## src/rtl/aibcr3_tx_pkg.sv

```systemverilog
// Shared types for the AIB transmit lane: mode and sequencer state encodings
// plus the itxen mode-code decoder.
package aibcr3_tx_pkg;

  typedef enum logic [2:0] {
    ASYNC,
    DDR,
    SDR,
    CLK,
    DIS
  } tx_mode_e;

  typedef enum logic [1:0] {
    DISABLED,
    SETTLE,
    ACTIVE,
    QUIESCE
  } tx_state_e;

  // Unlisted codes fall back to DIS so the pad is never driven by garbage.
  function automatic tx_mode_e decode_txen(input logic [2:0] txen);
    case (txen)
      3'b000:  return ASYNC;
      3'b001:  return DDR;
      3'b011:  return CLK;
      3'b100:  return SDR;
      default: return DIS;
    endcase
  endfunction

endpackage

```

## src/rtl/aibcr3_tx_clkgate.sv

```systemverilog
// Latch-based clock gate; the latch is transparent while clk is low, so en can
// only change the gated output between full high pulses.
module aibcr3_tx_clkgate (
  input  logic clk,
  input  logic rst_n,
  input  logic en,
  output logic gclk
);

  logic en_l;

  always_latch begin
    if (!rst_n) begin
      en_l <= 1'b0;
    end else if (!clk) begin
      en_l <= en;
    end
  end

  assign gclk = clk & en_l;

endmodule

```

## src/rtl/aibcr3_txdig_ser.sv

```systemverilog
// AIB lane transmit serializer: mode sequencer (settle/quiesce windows) and the
// DDR / SDR / forwarded-clock / async pad data mux.
module aibcr3_txdig_ser
  import aibcr3_tx_pkg::*;
#(
  parameter int SETTLE_CYCLES = 4
) (
  input  logic       iclkin_dist,
  input  logic       irstb,
  input  logic [2:0] itxen,
  input  logic       idat0,
  input  logic       idat1,
  input  logic       iasync_dat,
  output logic       odat,
  output logic       oe,
  output logic       tx_disable,
  output logic       tx_ready
);

  localparam int CNT_W = $clog2(SETTLE_CYCLES + 1);
  localparam logic [CNT_W-1:0] CNT_LOAD = CNT_W'(SETTLE_CYCLES - 1);

  tx_state_e        state_q, state_d;
  tx_mode_e         mode_q, mode_d;
  tx_mode_e         nmode;
  logic [CNT_W-1:0] cnt_q, cnt_d;
  logic             d0_q, d1_q;
  logic             gate_en;
  logic             gclk;

  assign nmode = decode_txen(itxen);

  // Registered control and data capture
  always_ff @(posedge iclkin_dist or negedge irstb) begin
    if (!irstb) begin
      state_q <= DISABLED;
      mode_q  <= DIS;
      cnt_q   <= '0;
      d0_q    <= 1'b0;
      d1_q    <= 1'b0;
    end else begin
      state_q <= state_d;
      mode_q  <= mode_d;
      cnt_q   <= cnt_d;
      d0_q    <= idat0;
      d1_q    <= idat1;
    end
  end

  always_comb begin
    state_d = state_q;
    mode_d  = mode_q;
    cnt_d   = cnt_q;
    case (state_q)
      DISABLED: begin
        if (nmode != DIS) begin
          state_d = SETTLE;
          mode_d  = nmode;
          cnt_d   = CNT_LOAD;
        end
      end
      SETTLE: begin
        if (nmode == DIS) begin
          state_d = DISABLED;
        end else if (nmode != mode_q) begin
          mode_d = nmode;
          cnt_d  = CNT_LOAD;
        end else if (cnt_q == '0) begin
          state_d = ACTIVE;
        end else begin
          cnt_d = cnt_q - CNT_W'(1);
        end
      end
      ACTIVE: begin
        if (nmode == DIS) begin
          state_d = DISABLED;
        end else if (nmode != mode_q) begin
          state_d = QUIESCE;
        end
      end
      QUIESCE: begin
        if (nmode == DIS) begin
          state_d = DISABLED;
        end else begin
          state_d = SETTLE;
          mode_d  = nmode;
          cnt_d   = CNT_LOAD;
        end
      end
      default: state_d = DISABLED;
    endcase
  end

  // Requiring ACTIVE now and next keeps the entry and exit edges from emitting
  // a pulse that would be clipped by the state change.
  assign gate_en = (state_q == ACTIVE) && (state_d == ACTIVE) && (mode_q == CLK);

  aibcr3_tx_clkgate u_clkgate (
    .clk   (iclkin_dist),
    .rst_n (irstb),
    .en    (gate_en),
    .gclk  (gclk)
  );

  // Pad mux: both DDR sources change only at posedge, so the phase mux is clean
  always_comb begin
    odat = 1'b0;
    if (state_q == ACTIVE) begin
      case (mode_q)
        DDR:     odat = iclkin_dist ? d0_q : d1_q;
        SDR:     odat = d0_q;
        CLK:     odat = gclk;
        ASYNC:   odat = iasync_dat;
        default: odat = 1'b0;
      endcase
    end
  end

  assign oe         = (state_q != DISABLED);
  assign tx_disable = (state_q == DISABLED);
  assign tx_ready   = (state_q == ACTIVE);

endmodule

```

## config.mk

```make
export PLATFORM = sky130hd
export DESIGN_NAME = aibcr3_txdig_ser
export DESIGN_NICKNAME = d
export VERILOG_FILES = /design/src/rtl/aibcr3_tx_pkg.sv /design/src/rtl/aibcr3_tx_clkgate.sv /design/src/rtl/aibcr3_txdig_ser.sv
export SDC_FILE = /design/constraint.sdc
export NUM_CORES = 1
export LEC_CHECK = 0
export CORE_AREA = 2 2 63 65
export DETAILED_ROUTE_END_ITERATION = 12
export DIE_AREA = 0 0 65 67
export PLACE_DENSITY_LB_ADDON = 0.15
export SLEW_MARGIN = 20
export SYNTH_ARGS = -nofsm -noshare
export SYNTH_HDL_FRONTEND = slang
export SYNTH_SLANG_ARGS = --single-unit
```

## constraint.sdc

```tcl
create_clock -name iclkin_dist -period 1.7 [get_ports iclkin_dist]
set_clock_uncertainty 0.1 [all_clocks]
set_input_delay 0.255 -clock iclkin_dist [delete_from_list [all_inputs] [get_ports iclkin_dist]]
set_output_delay 0.255 -clock iclkin_dist [all_outputs]
set_load 0.005 [all_outputs]
```

==> results.md <==
Synthesis:
- The largest area contributor in the synthesized netlist is dfrtp_1.
- Of all flip-flops after synthesis, the portion carrying an async set or reset was 0.909.
- The fraction of the mapped netlist area in compound gates is 0.140.
- The number of different library cells in the post-synthesis netlist is 37.
- Measured against the total synthesized area, the mux share comes to 0.0368.
- The number of nets produced by synthesis is 82.
- Of the total synthesized cell area, the portion taken by AND, OR, NAND and NOR gates is 0.304.
- The summed instance area of the synthesized netlist is 679 sq um.
- The share of synthesized area in the top cell type comes to 0.331.
- The number of flip-flops and latches in the synthesized netlist is 11.
- The number of enable flip-flop cells after synthesis is 0.
- The adder-cell area share of the yosys netlist is 0.0368.
- Yosys attributes the largest share of cell area to dfrtp_1, nand2b_4, dfstp_2.
- After synthesis, the mean cell area works out to 9.44 sq um.
- Yosys printed 0 warnings.
- In the synthesized netlist, the number of instances is 72.
- The main flop type after synthesis is dfrtp_1.
- By area, the combinational part of the netlist is dominated by simple AND/OR/NAND/NOR gates.
- The post-synthesis xor/xnor area fraction is 0.0387.

Layout:
- With fillers left out, the area of the finished cells amounts to 1130 sq um.
- The number of antenna diodes is 0.
- The growth of design area from synthesis to finish is 67.0%.
- At the end of the flow, the number of nets in the layout was 119.
- The count of non-filler cells in the finished layout is 157.
- The ratio of cells with drive above 1 in the final layout is 0.385.

Route:
- The post-detailed-route DRC marker count is 0.
- Across all layers, the routed design uses 657 vias.
- The final routed wire length divided by cell count is 11.0 um.
- Wires add up to 1.73 mm.
- Once detail routing completed, the nets flagged for antenna violations numbered 0.
- The number of detailed-route iterations in the first pass is 4.
- The first routing iteration left 19 violations.
- After detailed routing, the number of vias per cell comes to 4.18.

Worst setup path:
- Along the worst path, the maximum fanout reaches 1.
- For flop-to-flop paths, the worst setup slack is 0 ns.
- The signal on the critical path passes through dlxtp_1, nand4b_1, o21ai_1, a21oi_1, nor3_1, buf_2.
- The largest single stage delay on the critical path is 0.33 ns.
- The number of cells on the worst reg-to-reg path is 5.
- The cell family contributing the most delay on the critical path is latches.
- STA classifies the critical path startpoint as a latch.
- The worst path required time is 1.34 ns.
- On the critical path, the stage with the largest delay is an instance of dlxtp_1.
- The number of buffers and inverters on the critical path is 1.
- The worst setup path is captured at a primary output.
- The reg-to-reg critical path startpoint is mode_q[1].
- The type of the setup path with the least slack is latch2out.
- In this run the critical register-to-register path is captured at u_clkgate.en_l.
- The endpoint arrival time on the critical path is 2.34 ns.

Placed design:
- Summing all placed instances gives a cell area of 922 sq um.
- Routability-driven placement finished with a final weighted congestion of 0.768.
- Prior to clock tree synthesis, the placed netlist has a worst setup slack of -1.26 ns.
- The post-detailed-placement half-perimeter wirelength is 1.18 mm.
- Including well taps, the total number of placed cells is 138.
- The number of port buffers is 11.

Floorplanning:
- Pin placement for this block handled 12 I/O pins.
- The initial utilization of the core area, before any placement, comes to 0.188.
- The floorplan step set the die height to 67 um.
- The total die area is 4360 sq um.
- The number of cell rows is 22.
- The total area inside the core boundary comes to 3610 sq um.
- The horizontal die dimension is 65 um.

Global route:
- The number of antenna violations at the first check in global routing is 0.
- Global routing finished with a remaining overflow of 0.
- The global router's overall resource usage is 0.0974.
- The pin count of the biggest net entering global routing is 12.
- The global-route wire length before repair is 2.96 mm.
- The via count of the first global-routing pass is 689.

STA:
- The worst slew margin relative to its limit is 0.682.
- Setup violations remaining at the end of the flow were counted as 2.
- Hold timing on the final database bottoms out at a slack of 0.251 ns.
- Setup repair after global routing could not meet its margin everywhere.
- The number of endpoints with negative hold slack in the final report came to 0.
- The final worst setup slack is -0.998 ns.
- The max-slew violation count is 0.
- For the pin with the worst max-slew slack, the measured transition is 0.476 ns.

Outcome:
- The checks that failed: setup timing.
- The flow ran to the end, but the final reports show violations.

Power:
- The design draws 1.06 mW.
- In this run the power density over the cells is 937 nW/um^2.
- The cell leakage power is 0.558 nW.
- The worst-case IR drop observed on VDD is 0.345 mV.

Clocking:
- The clock tree from TritonCTS is built.
- The clock-pin slew on the worst setup and hold paths is 0.05 ns.
- The clock reaches the later pin of the worst-skew pair after 0.34 ns.

Worst hold path:
- The type of the worst min-delay path is in2reg.
- The number of instances on the worst hold path is 1.
- The worst hold path begins at idat1.
- The worst hold path terminates at d1_q.

Job:
- Max-cap violations in this run came to 0.
per-layer routing:
layer,vias to the layer above,track usage,share of wire
met5,-,0,0
li1,325,-,-
met3,3,0.0625,0.049
met2,17,0.128,0.47
met4,0,0.0957,0.017
met1,312,0.102,0.46
worst max path at each step:
stage                   start  endpoint  slack [ns]  depth (start not counted)
2_1_floorplan  u_clkgate.en_l      odat       -0.45                          4
3_3_place_gp   u_clkgate.en_l      odat       -1.26                          5
3_5_place_dp   u_clkgate.en_l      odat       -1.26                          5
4_1_cts        u_clkgate.en_l      odat       -1.07                          6
5_1_grt        u_clkgate.en_l      odat       -1.24                          6
6_report       u_clkgate.en_l      odat        -1.0                          6
power by group:
part / internal [mW] / leakage [nW] / switching [mW]
combinational: 0.100 / 0.358 / 0.0793
sequential: 0.263 / 0.123 / 0.0141
clock: 0.430 / 0.0765 / 0.176
registers in the layout, summed over array words and instances, names as in the netlist:
register	flops
cnt_q	3
d0_q	1
d1_q	1
mode_q	3
state_q	2
u_clkgate.en_l	1
synth_stat cells (2+ instances only):
master,number
a21oi_1,2
dfrtp_1,9
ha_1,2
inv_1,6
nand2_1,6
nand2b_4,2
nand3_1,3
nand4_1,3
nor2_1,5
nor2b_1,4
o21ai_0,2
xnor2_1,3
cells in the final DEF, fill, tap and decap left out, types with 2 or more instances in the layout:
cell type	synthesis	layout
buf_4	1	13
dfrtp_1	9	9
clkbuf_8	0	8
clkdlybuf4s50_1	0	7
inv_1	6	6
nand2_1	6	6
buf_6	0	5
nor2b_1	4	4
nor2_1	5	4
nand3_1	3	3
nand4_1	3	3
dlygate4sd2_1	0	3
nand2b_4	2	2
xnor2_2	0	2
a21oi_1	2	2
ha_1	2	2
logic make-up (layout without fill, tap and decap cells):
kind of cell | Yosys count | in the layout
simple gates | 33 | 33
compound gates | 13 | 13
flops | 10 | 10
buf+inv | 8 | 45
xor+xnor | 3 | 3
fa+ha+maj | 2 | 2
mux | 2 | 2
latches | 1 | 1
per-stage QoR:
stage,TNS (ns),utilization
2_1_floorplan,-0.452,-
3_3_place_gp,-3.01,0.256
3_5_place_dp,-2.70,0.256
4_1_cts,-1.07,0.302
5_1_grt,-1.34,0.315
6_report,-0.998,0.315
final cells by class:
type	count	area, sq um
fill	384	2470
multi-input combinational	53	405
sequential	11	267
timing repair buffer	29	260
clock buffer	9	115
tap	48	60.1
inverter	6	22.5
clock inverter	1	5.00
timing repair:
item | in CTS | in global routing
hold buffers | 1 | 0
buffers inserted | 5 | 4
pin swaps | 5 | 5
endpoints found under the hold margin | 1 | 0
setup endpoints to repair | 11 | 14
resized for setup | 10 | 4
(Power assumes the default switching activity.)
